**src/rtl/corelet_seq.sv**
```systemverilog
// rtl/corelet_seq.sv - per-tile instruction sequencer for the corelet
// Walks weight fill, kernel load, gap, activation fill, execute and OFIFO drain for each kernel pass.
module corelet_seq #(
  parameter int row     = 8,
  parameter int col     = 8,
  parameter int addr_bw = 11,
  parameter int cnt_bw  = 8
) (
  input  logic               clk,
  input  logic               reset,
  input  logic               start,
  input  logic               abort,
  input  logic               cfg_mode,
  input  logic [cnt_bw-1:0]  cfg_nij,
  input  logic [cnt_bw-1:0]  cfg_nkij,
  input  logic [addr_bw-1:0] cfg_w_base,
  input  logic [addr_bw-1:0] cfg_a_base,
  input  logic [addr_bw-1:0] cfg_p_base,
  input  logic               ofifo_valid,
  output logic [34:0]        inst,
  output logic               busy,
  output logic               done
);

  typedef enum logic [3:0] {
    S_IDLE, S_W_L0, S_W_LD, S_GAP, S_A_L0, S_EXEC, S_DRAIN, S_OUT, S_DONE
  } state_t;

  localparam logic [cnt_bw-1:0] col_c  = cnt_bw'(col);
  localparam logic [cnt_bw-1:0] col_m1 = cnt_bw'(col - 1);
  localparam logic [cnt_bw-1:0] row_m1 = cnt_bw'(row - 1);

  state_t               state_q, state_d;
  logic [cnt_bw-1:0]    k_q, k_d, i_q, i_d;
  logic                 rd_q, rd_d;
  logic                 mode_q, mode_d;
  logic [cnt_bw-1:0]    nij_q, nij_d, nkij_q, nkij_d;
  logic [addr_bw-1:0]   wb_q, wb_d, ab_q, ab_d, pb_q, pb_d;
  logic [34:0]          inst_q, inst_d;
  logic                 busy_q, busy_d, done_q, done_d;

  always_comb begin
    state_d = state_q;
    k_d     = k_q;
    i_d     = i_q;
    rd_d    = 1'b0;
    mode_d  = mode_q;
    nij_d   = nij_q;
    nkij_d  = nkij_q;
    wb_d    = wb_q;
    ab_d    = ab_q;
    pb_d    = pb_q;
    case (state_q)
      S_IDLE: if (start) begin
        mode_d  = cfg_mode;
        nij_d   = cfg_nij;
        nkij_d  = cfg_nkij;
        wb_d    = cfg_w_base;
        ab_d    = cfg_a_base;
        pb_d    = cfg_p_base;
        k_d     = '0;
        i_d     = '0;
        state_d = (cfg_nij == '0 || cfg_nkij == '0) ? S_DONE : S_W_L0;
      end
      S_W_L0: if (i_q == col_c) begin state_d = S_W_LD; i_d = '0; end
              else i_d = i_q + 1'b1;
      S_W_LD: if (i_q == col_m1) begin state_d = S_GAP; i_d = '0; end
              else i_d = i_q + 1'b1;
      S_GAP:  if (i_q == row_m1) begin state_d = S_A_L0; i_d = '0; end
              else i_d = i_q + 1'b1;
      S_A_L0: if (i_q == nij_q) begin state_d = S_EXEC; i_d = '0; end
              else i_d = i_q + 1'b1;
      S_EXEC: if (i_q == nij_q - 1'b1) begin state_d = S_DRAIN; i_d = '0; end
              else i_d = i_q + 1'b1;
      S_DRAIN: if (ofifo_valid) begin state_d = S_OUT; rd_d = 1'b1; i_d = cnt_bw'(1); end
      S_OUT: begin
        // i counts reads issued; the pass ends on the write cycle that follows the last read
        if (i_q == nij_q && !rd_q) begin
          k_d     = k_q + 1'b1;
          i_d     = '0;
          state_d = (k_d == nkij_q) ? S_DONE : S_W_L0;
        end else begin
          rd_d = ofifo_valid && (i_q != nij_q);
          i_d  = i_q + cnt_bw'(rd_d);
        end
      end
      S_DONE:  state_d = S_IDLE;
      default: state_d = S_IDLE;
    endcase
    if (abort) begin
      state_d = S_IDLE;
      k_d     = '0;
      i_d     = '0;
      rd_d    = 1'b0;
    end

    // Outputs are registered, so the word is built from the upcoming state and counters
    inst_d = '0;
    if (state_d != S_IDLE && state_d != S_DONE) inst_d[34] = mode_d;
    case (state_d)
      S_W_L0: begin
        if (i_d < col_c) begin
          inst_d[18]   = 1'b1;
          inst_d[17:7] = wb_d + addr_bw'(k_d) * addr_bw'(col) + addr_bw'(i_d);
        end
        inst_d[2] = (i_d != '0);
      end
      S_W_LD: begin inst_d[3] = 1'b1; inst_d[0] = 1'b1; end
      S_A_L0: begin
        if (i_d < nij_d) begin
          inst_d[18]   = 1'b1;
          inst_d[17:7] = ab_d + addr_bw'(i_d);
        end
        inst_d[2] = (i_d != '0);
      end
      S_EXEC: begin inst_d[3] = 1'b1; inst_d[1] = 1'b1; end
      S_OUT: begin
        inst_d[6] = rd_d;
        if (rd_q) begin
          inst_d[31]    = 1'b1;
          inst_d[32]    = 1'b1;
          inst_d[33]    = (k_q != '0);
          inst_d[30:20] = pb_q + addr_bw'(i_q) - addr_bw'(1);
        end
      end
      default: ;
    endcase
    busy_d = (state_d != S_IDLE);
    done_d = (state_d == S_DONE);
  end

  always_ff @(posedge clk) begin
    if (reset) begin
      state_q <= S_IDLE;
      k_q     <= '0;
      i_q     <= '0;
      rd_q    <= 1'b0;
      mode_q  <= 1'b0;
      nij_q   <= '0;
      nkij_q  <= '0;
      wb_q    <= '0;
      ab_q    <= '0;
      pb_q    <= '0;
      inst_q  <= '0;
      busy_q  <= 1'b0;
      done_q  <= 1'b0;
    end else begin
      state_q <= state_d;
      k_q     <= k_d;
      i_q     <= i_d;
      rd_q    <= rd_d;
      mode_q  <= mode_d;
      nij_q   <= nij_d;
      nkij_q  <= nkij_d;
      wb_q    <= wb_d;
      ab_q    <= ab_d;
      pb_q    <= pb_d;
      inst_q  <= inst_d;
      busy_q  <= busy_d;
      done_q  <= done_d;
    end
  end

  assign inst = inst_q;
  assign busy = busy_q;
  assign done = done_q;

endmodule

```
**config.mk**
```make
export PLATFORM = sky130hd
export DESIGN_NAME = corelet_seq
export DESIGN_NICKNAME = d
export VERILOG_FILES = /design/src/rtl/corelet_seq.sv
export SDC_FILE = /design/constraint.sdc
export NUM_CORES = 1
export LEC_CHECK = 0
export BUFFER_PORTS_ARGS = -buffer_cell sky130_fd_sc_hd__buf_2
export CAP_MARGIN = 5
export CORE_UTILIZATION = 59
export DETAILED_ROUTE_END_ITERATION = 10
export PLACE_DENSITY_LB_ADDON = 0.3
export SYNTH_ARGS = -nofsm -noshare
export SYNTH_HDL_FRONTEND = slang
export SYNTH_SLANG_ARGS = --single-unit
```
**constraint.sdc**
```tcl
create_clock -name clk -period 6.3 [get_ports clk]
set_clock_uncertainty 0.05 [all_clocks]
set_input_delay 0.945 -clock clk [delete_from_list [all_inputs] [get_ports clk]]
set_output_delay 0.945 -clock clk [all_outputs]
set_load 0.03 [all_outputs]
```
==> flow_metrics.env, run 1 <==
export IMPL_status="completed"
export IMPL_vias=6404
export IMPL_stdcell_count=1077
export IMPL_htree_levels=3
export IMPL_multiInputGateArea_um2=4290
export IMPL_crit_type="reg2reg"
export IMPL_nets=1048
export IMPL_register_area_um2=2080
export IMPL_maxSlewHeadroom=0.375
export IMPL_max_cap_viol_count=0
export IMPL_drive_above_1_share=0.139
export IMPL_cts_repair_resized=0
export IMPL_die_w_um=110
export IMPL_worst_ep_arrival_time_ps=5390
export IMPL_cts_buffer_depth=2
export IMPL_wirelength_um=18000
export IMPL_end_kind="register"
export IMPL_crit_fanout=10
export IMPL_track_usage=0.312
export IMPL_first_pass_iters=5
export IMPL_ys_types=71
export IMPL_dieArea_um2=12000
export IMPL_period_needed_ps=5190
export IMPL_dp_hpwl_um=13300
export IMPL_n_antenna_cell=0
export IMPL_slew_viol_final=0
export IMPL_antenna_found_initial=0
export IMPL_clock_root_buffer="clkbuf_16"
export IMPL_die_y_um=110
export IMPL_synth_seq_cells=104
export IMPL_synth_avg_cell_area_um2=7.83
export IMPL_post_cts_buffers=0
export IMPL_port_buffers=88
export IMPL_worstMarginPinSlew_ps=930
export IMPL_hold_class="reg2reg"
export IMPL_critPathLaunchType="register"
export IMPL_start_util=0.619
export IMPL_p_sw_mw=0.431
export IMPL_path_cells="xor2_1 -> nor4_4 -> nand2_1 -> and2_1 -> ha_1 -> and3_1 -> xnor2_1 -> a211oi_1 -> o31a_1 -> nor3_4 -> xnor2_1 -> ha_1 -> ha_1 -> a21oi_1 -> o21bai_1 -> a21oi_1 -> o21ai_0 -> a21o_1 -> a21oi_1 -> xnor2_1 -> o22ai_1"
export IMPL_p_seq_frac=0.465
export IMPL_antenna_left=0
export IMPL_netlist_area_um2=6820
export IMPL_gp_congestion=0.996
export IMPL_finalSetupViolCount=0
export IMPL_overflow=0
export IMPL_cts_sinks=104
export IMPL_grt_max_degree=70
export IMPL_clkPwrFrac=0.345
export IMPL_power_switching_share=0.287
export IMPL_synth_edf_count=0
export IMPL_vdd_drop_max_mv=0.267
export IMPL_fin_crit_sh=0.824
export IMPL_dominantRegCellSynth="dfxtp_1"
export IMPL_wl_per_cell_um=16.7
export IMPL_synthArstFlopShare=0
export IMPL_slowest_stage="dfxtp_1"
export IMPL_cts_buffers=9
export IMPL_power_density_nw_per_um2=198
export IMPL_yosysWarningCount=0
export IMPL_synth_cells=871
export IMPL_via_per_inst=5.95
export IMPL_rsz0062_at_grt="no"
export IMPL_clkTransAtPathRegs_ps=70
export IMPL_num_rows=38
export IMPL_synth_seq_area_share=0.305
export IMPL_clk_latency_ps=350
export IMPL_dr_first_iter_drc_count=608
export IMPL_numPlacedInstances=1062
export IMPL_area_growth_synth_to_final_pct=11.0
export IMPL_cts_tree="yes"
export IMPL_hold_buffers=0
export IMPL_grt_pass1_vias=5779
export IMPL_finalSetupTns_ps=0
export IMPL_power_leakage_nw=3.53
export IMPL_cpPeakStageDelay_ps=560
export IMPL_fmax_mhz=193
export IMPL_hold_violations=0
export IMPL_pwr_share_comb=0.191
export IMPL_drc_errors=0
export IMPL_p_int_mw=1.07
export IMPL_grt_pass1_wl_um=28600
export IMPL_ios=92
export IMPL_coreArea_um2=11000
export IMPL_cp_required_ps=6500
export IMPL_fillers=965
## synth_stat cells (5+ instances only)
master      n  area [µm²]
nand2_1   115         432
dfxtp_1   104        2080
nor2_1     88         330
a21oi_1    74         370
inv_1      65         244
ha_1       53         663
clkbuf_1   37         139
xnor2_1    29         254
nor3_1     27         135
xor2_1     23         201
nand3_1    21         105
o21ai_0    20         100
mux2i_1    16         160
a31oi_1    15        93.8
nor4_1     12        75.1
a21o_1     11        82.6
nand4_1    11        68.8
nor2b_1    11        68.8
and3_1      8        50.1
or4_1       8        60.1
a22oi_1     7        52.6
fa_1        7         140
o31ai_1     7        52.6
or3_1       7        43.8
o211ai_1    6        45.0
buf_2       5        25.0
nand2b_1    5        31.3
o22ai_1     5        31.3
## flip-flops by register name, indices dropped and copies added (netlist names)
| register | cells |
|---|---|
| ab_q | 11 |
| busy | 1 |
| done | 1 |
| i_q | 8 |
| inst | 31 |
| k_q | 8 |
| mode_q | 1 |
| nij_q | 8 |
| nkij_q | 8 |
| pb_q | 11 |
| rd_q | 1 |
| state_q | 4 |
| wb_q | 11 |
## cell families (layout without fill, tap and decap cells)
family                   Yosys count  after routing  synth area share
adder cells (fa/ha/maj)           61             61             0.119
AND/OR/NAND/NOR                  341            341             0.247
AO/OA/AOI/OAI                    182            182             0.171
multiplexers                      16             16            0.0235
flip-flops                       104            104             0.305
other                              1              3          0.000550
buffers and inverters            114            178            0.0669
XOR/XNOR                          52             52            0.0667
## per-layer routing
layer / part of all wire / up-vias / GRT usage
met5: 0 / - / 0
met1: 0.42 / 2942 / 0.426
met3: 0.089 / 49 / 0.0581
met2: 0.46 / 277 / 0.492
met4: 0.027 / 0 / 0.110
li1: - / 3136 / -
## power by group through the flow
stage	Combinational (mW)	Clock, mW	Sequential [mW]
after floorplan	0.209	0	0.708
after global placement	0.274	0	0.711
after detailed placement	0.280	0	0.711
after CTS	0.284	0.522	0.697
after global routing	0.318	0.548	0.699
final	0.286	0.517	0.697
## worst max-delay path, delay by kind of cell, from the launching register on
family,cells,cell delay (ps)
AO/OA/AOI/OAI,9,1580
XOR/XNOR,4,690
adder cells (fa/ha/maj),3,780
flip-flops,1,560
AND/OR/NAND/NOR,5,1420
## cell usage in the layout, fill, tap and decap left out, drive strengths merged, types with 8 or more instances in the layout
cell / instances
xor2: 23
nand3: 21
buf: 97
nor2: 88
nand2: 115
ha: 53
a21oi: 76
dfxtp: 104
and3: 8
mux2i: 16
o21ai: 21
nor4: 16
or4: 8
a31oi: 15
xnor2: 29
nor3: 28
inv: 66
a21o: 11
nand4: 11
clkbuf: 12
nor2b: 11
## per-stage QoR
step | worst slack [ps] | hold WS, ps | area, µm² | utilization | power (mW)
after floorplan | 1690 | 386 | 6830 | - | 0.918
after global placement | 1290 | 392 | 7310 | 0.662 | 0.985
after detailed placement | 1220 | 397 | 7310 | 0.662 | 0.992
after CTS | 1200 | 405 | 7570 | 0.686 | 1.50
after global routing | 754 | 425 | 7570 | 0.686 | 1.56
final | 1110 | 405 | 7570 | 0.686 | 1.50
## worst paths after layout
check,start,slack (ps),to,cells past startpoint
max,i_q[4],1110,inst[17],21
min,pb_q[7],410,pb_q[7],2
max reg2reg,i_q[4],1110,inst[17],21
min reg2reg,pb_q[7],410,pb_q[7],2
## layout make-up
class                   count  area share
repair buffers             97      0.0671
flip-flops and latches    104       0.275
well taps                 140      0.0231
clock inverters             3     0.00248
clock buffers              12      0.0326
multi-input cells         655       0.567
inverters                  66      0.0327
(Power assumes the default switching activity.)
==> run 2: changes to the inputs <==
==> constraint.sdc (replaced) <==
create_clock -name clk -period 5 [get_ports clk]
set_clock_uncertainty 0.05 [all_clocks]
set_input_delay 0.75 -clock clk [delete_from_list [all_inputs] [get_ports clk]]
set_output_delay 0.75 -clock clk [all_outputs]
set_load 0.03 [all_outputs]
==> run 2 against run 1 <==
Flip-flop and latch count unchanged. Hold slack improved by 2.6 ps. Setup slack lost 940 ps. Global-route usage rose by 2.2 points. Clock-buffer cell count decreased by 2. Sequential power rose by 26%.
==> flow_metrics.env, run 2 (synthesized netlist as in run 1, its figures left out) <==
export IMPL_multiInputGateArea_um2=4310
export IMPL_antenna_found_initial=0
export IMPL_largest_reg_flops=31
export IMPL_grt_pass1_wl_um=30300
export IMPL_grt_max_degree=69
export IMPL_fillers=914
export IMPL_r2r_cells=19
export IMPL_wl_per_cell_um=17.2
export IMPL_hold_violations=0
export IMPL_ios=92
export IMPL_drive_above_1_share=0.178
export IMPL_power_leakage_nw=3.71
export IMPL_placed_area_um2=7530
export IMPL_layout_commonest_cell="nand2_1"
export IMPL_max_cap_viol_count=0
export IMPL_fin_crit_sh=0.966
export IMPL_cts_buffer_depth=2
export IMPL_gp_congestion=1.05
export IMPL_antenna_left=0
export IMPL_slew_viol_final=0
export IMPL_rsz0062_at_grt="no"
export IMPL_hold_path_depth=2
export IMPL_final_area_um2=7890
export IMPL_met3_usage=0.0652
export IMPL_die_w_um=110
export IMPL_cts_buffers=9
export IMPL_timing_rr_start="i_q[7]"
export IMPL_cp_required_ps=5200
export IMPL_grt_busiest_layer="met2"
export IMPL_worstMarginPinSlew_ps=931
export IMPL_hold_buffers=0
export IMPL_port_buffers=88
export IMPL_overflow=0
export IMPL_crit_fanout=7
export IMPL_crit_type="reg2reg"
export IMPL_grt_pass1_vias=6162
export IMPL_vias=6580
export IMPL_critPathLaunchType="register"
export IMPL_wirelength_um=19100
export IMPL_reg2reg_to="inst[16]"
export IMPL_vdd_drop_max_mv=0.279
export IMPL_critPathLaunch="i_q[7]"
export IMPL_hold_end="pb_q[0]"
export IMPL_globalRouteMet2Util=0.543
export IMPL_first_pass_iters=5
export IMPL_area_growth_synth_to_final_pct=15.6
export IMPL_htree_levels=3
export IMPL_met1_usage=0.439
export IMPL_r2r_setup_slack_ps=170
export IMPL_period_needed_ps=4830
export IMPL_power_density_nw_per_um2=253
export IMPL_status="completed"
export IMPL_coreArea_um2=11000
export IMPL_end_kind="register"
export IMPL_clk_latency_ps=360
export IMPL_die_y_um=110
export IMPL_cts_sinks=104
export IMPL_worst_ep_arrival_time_ps=5030
export IMPL_drc_errors=0
export IMPL_cts_tree="yes"
export IMPL_track_usage=0.334
export IMPL_register_area_um2=2090
export IMPL_clock_root_buffer="clkbuf_16"
export IMPL_maxSlewHeadroom=0.377
export IMPL_dr_first_iter_drc_count=519
export IMPL_power_mw=2.00
export IMPL_clkTransAtPathRegs_ps=70
export IMPL_hp_start="pb_q[0]"
export IMPL_fmax_mhz=207
export IMPL_finalSetupTns_ps=0
export IMPL_dieArea_um2=12000
export IMPL_via_per_inst=5.92
export IMPL_start_util=0.619
export IMPL_finalSetupViolCount=0
export IMPL_nets=1081
export IMPL_hold_class="reg2reg"
export IMPL_final_cell_mix="115 x nand2_1, 100 x dfxtp_1, 88 x nor2_1, 88 x buf_2, 72 x a21oi_1"
export IMPL_num_rows=38
export IMPL_dp_hpwl_um=14200
export IMPL_n_antenna_cell=0
==> run 2: cell count changes in the layout (fill, tap and decap cells not counted), sizes merged <==
cell and delta:
clkinvlp +3, buf +33, bufinv +1, inv +1, clkbuf -2, clkinv -2
==> run 2: repair_timing <==
action,CTS,global route
setup buffers,0,5
setup endpoints to repair,0,11
gates resized for setup,0,8
hold endpoints to repair,0,0
==> run 2: layout make-up <==
| type | instances | share of cell area |
|---|---|---|
| Timing Repair Buffer | 130 | 0.0974 |
| Multi-Input combinational cell | 655 | 0.546 |
| Clock buffer | 10 | 0.0303 |
| Tap cell | 140 | 0.0222 |
| Clock inverter | 6 | 0.00841 |
| Sequential cell | 104 | 0.265 |
| Inverter | 66 | 0.0314 |
==> run 2: power by group <==
group / internal [mW] / switching (mW) / total [mW]
Sequential: 0.857 / 0.0174 / 0.875
Combinational: 0.158 / 0.230 / 0.388
Clock: 0.403 / 0.330 / 0.733
==> run 2: metrics by stage <==
stage	std cells	hold slack [ps]	util	setup slack (ps)
2_1_floorplan	873	386	-	388
3_3_place_gp	1090	392	0.683	290
3_5_place_dp	1090	398	0.683	172
4_1_cts	1106	408	0.710	130
5_1_grt	1111	436	0.715	2.78
6_report	1111	408	0.715	172
==> run 2: worst max-delay path, cell delays in order, from the launching register on <==
cell and delay [ps]:
dfxtp_1 340, buf_4 170, or4_1 470, or4b_4 570, o211ai_2 110, and2_1 200, nor2b_1 300, nand2b_1 190
a21o_1 180, inv_1 70, ha_1 300, ha_1 230, fa_1 410, a21oi_1 190, o21bai_1 110, a21o_1 200
a21oi_1 210, o21ai_0 150, xnor2_1 170, o22ai_1 90
==> run 2: routing by layer <==
metal	wire, µm	up-vias
met4	524	0
met3	1440	47
li1	-	3200
met5	0	-
met1	8120	3058
met2	8980	275
==> run 2: how the worst max path moves through the flow <==
stage	endpoint	slack (ps)	cells past startpoint
after floorplan	inst[17]	390	22
after global placement	inst[17]	290	21
after detailed placement	inst[17]	170	21
after CTS	inst[17]	130	21
after global routing	inst[16]	3	18
final	inst[16]	170	19
==> run 3: changes to the inputs <==
--- a/config.mk
+++ b/config.mk
@@ -7,9 +7,10 @@
 export LEC_CHECK = 0
 export BUFFER_PORTS_ARGS = -buffer_cell sky130_fd_sc_hd__buf_2
 export CAP_MARGIN = 5
+export CORE_MARGIN = 5
 export CORE_UTILIZATION = 59
 export DETAILED_ROUTE_END_ITERATION = 10
-export PLACE_DENSITY_LB_ADDON = 0.3
+export PLACE_DENSITY = 0.93
 export SYNTH_ARGS = -nofsm -noshare
 export SYNTH_HDL_FRONTEND = slang
 export SYNTH_SLANG_ARGS = --single-unit
==> constraint.sdc (replaced) <==
create_clock -name clk -period 5 [get_ports clk]
set_clock_uncertainty 0.05 [all_clocks]
set_input_delay 0.25 -clock clk [delete_from_list [all_inputs] [get_ports clk]]
set_output_delay 0.25 -clock clk [all_outputs]
set_load 0.03 [all_outputs]
==> run 3 against run 2 <==
Sequential share of layout area hardly changed. Critical path type unchanged. Via count up 0.18%. Combinational power hardly changed. Sequential power about the same. Die area grew 15%. Global-route usage down 4.8 points. Cell count did not move. First-iteration DRC count decreased by 11%. Hold slack lost 330 ps. Fmax barely moved. Total power fell by 0.69%. Non-clock buffer count fell by 3.
==> flow_metrics.env, run 3 (synthesized netlist as in run 1, its figures left out) <==
export IMPL_multiInputGateArea_um2=4300
export IMPL_maxSlewHeadroom=0.469
export IMPL_max_cap_viol_count=0
export IMPL_path_cells="or4_1 -> or4b_4 -> o211ai_2 -> and2_1 -> nor2b_1 -> buf_4 -> nand2b_1 -> a21o_1 -> inv_1 -> ha_1 -> ha_1 -> fa_1 -> a21oi_1 -> o21bai_1 -> a21o_1 -> a21oi_1 -> o21ai_0 -> xnor2_1 -> o22ai_1"
export IMPL_track_usage=0.285
export IMPL_status="completed"
export IMPL_hold_class="in2reg"
export IMPL_fillers=907
export IMPL_p_int_mw=1.41
export IMPL_drc_errors=0
export IMPL_cpPeakStageDelay_ps=610
export IMPL_coreArea_um2=11400
export IMPL_cts_tree="yes"
export IMPL_area_growth_synth_to_final_pct=15.4
export IMPL_crit_type="reg2reg"
export IMPL_finalSetupViolCount=0
export IMPL_gp_congestion=0.983
export IMPL_cts_buffer_depth=2
export IMPL_power_density_nw_per_um2=252
export IMPL_grt_max_degree=69
export IMPL_worst_ep_arrival_time_ps=5050
export IMPL_post_place_ws_ps=184
export IMPL_slowest_stage="or4_1"
export IMPL_clk_latency_ps=360
export IMPL_pwr_share_comb=0.195
export IMPL_final_cell_mix="115 x nand2_1, 101 x dfxtp_1, 88 x nor2_1, 88 x buf_2, 73 x a21oi_1"
export IMPL_n_antenna_cell=0
export IMPL_hold_violations=0
export IMPL_dr_first_iter_drc_count=460
export IMPL_nets=1078
export IMPL_power_leakage_nw=3.70
export IMPL_end_kind="register"
export IMPL_drive_above_1_share=0.171
export IMPL_die_w_um=118
export IMPL_cp_required_ps=5230
export IMPL_fmax_mhz=207
export IMPL_num_rows=39
export IMPL_port_buffers=88
export IMPL_fin_hold_ws_ps=77.5
export IMPL_slew_viol_final=0
export IMPL_post_cts_buffers=0
export IMPL_htree_levels=3
export IMPL_clock_root_buffer="clkbuf_16"
export IMPL_layout_commonest_cell="nand2_1"
export IMPL_clkPwrFrac=0.363
export IMPL_fin_crit_sh=0.965
export IMPL_vdd_drop_max_mv=0.314
export IMPL_power_switching_share=0.287
export IMPL_wl_per_cell_um=17.9
export IMPL_start_util=0.600
export IMPL_crit_fanout=7
export IMPL_final_area_um2=7870
export IMPL_p_seq_frac=0.443
export IMPL_largest_reg_flops=31
export IMPL_worst_slack_ps=177
export IMPL_wirelength_um=19900
export IMPL_register_area_um2=2090
export IMPL_period_needed_ps=4820
export IMPL_first_pass_iters=5
export IMPL_clkTransAtPathRegs_ps=70
export IMPL_worstMarginPinSlew_ps=797
export IMPL_antenna_found_initial=0
export IMPL_rsz0062_at_grt="no"
export IMPL_vias=6592
export IMPL_die_y_um=118
export IMPL_dp_hpwl_um=15100
export IMPL_finalSetupTns_ps=0
export IMPL_cts_buffers=9
export IMPL_critPathLaunchType="register"
export IMPL_p_sw_mw=0.568
export IMPL_grt_pass1_vias=6555
export IMPL_via_per_inst=5.93
export IMPL_antenna_left=0
export IMPL_ios=92
export IMPL_overflow=0
export IMPL_cts_sinks=104
export IMPL_post_route_util=0.692
export IMPL_placed_area_um2=7560
export IMPL_grt_pass1_wl_um=32600
export IMPL_dieArea_um2=13800
run 3: power by group through the flow:
stage | clock network, mW | logic, mW | registers [mW]
2_1_floorplan | 0 | 0.264 | 0.892
3_3_place_gp | 0 | 0.365 | 0.894
3_5_place_dp | 0 | 0.375 | 0.895
4_1_cts | 0.729 | 0.380 | 0.877
5_1_grt | 0.768 | 0.426 | 0.881
6_report | 0.718 | 0.386 | 0.877
run 3: metrics by stage:
step / cells / total power, mW
after CTS: 1111 / 1.99
after global routing: 1111 / 2.07
after detailed placement: 1095 / 1.27
after global placement: 1095 / 1.26
final: 1111 / 1.98
after floorplan: 873 / 1.16
run 3: worst paths after layout:
| path | startpoint | to | slack [ps] | cells past startpoint |
|---|---|---|---|---|
| max reg2reg | i_q[5] | inst[16] | 180 | 19 |
| min | cfg_p_base[9] | pb_q[9] | 80 | 3 |
| min reg2reg | pb_q[6] | pb_q[6] | 400 | 2 |
| max | i_q[5] | inst[16] | 180 | 19 |
run 3: layout make-up:
| class | count | area share |
|---|---|---|
| clock buffers | 12 | 0.0313 |
| clock inverters | 4 | 0.00652 |
| inverters | 66 | 0.0315 |
| multi-input cells | 655 | 0.547 |
| flip-flops and latches | 104 | 0.265 |
| well taps | 143 | 0.0227 |
| repair buffers | 127 | 0.0963 |
run 3: routing by layer:
metal  GRT usage  up-vias  routed length, µm
li1            -     3194                  -
met1       0.351     3094               8120
met2       0.477      259               9610
met3      0.0764       45               1520
met4       0.108        0                684
met5           0        -                  0
run 3: repair_timing:
item | CTS | global route
endpoints found under the setup margin | 0 | 2
gates resized for setup | 0 | 5
hold buffers | 0 | 0
run 3: critical path: cells and delay by family, from the launching register on:
family,cells,cell delay (ps)
simple gates,5,1660
compound gates,8,1370
fa+ha+maj,3,930
flops,1,360
buf+inv,2,240
xor+xnor,1,150
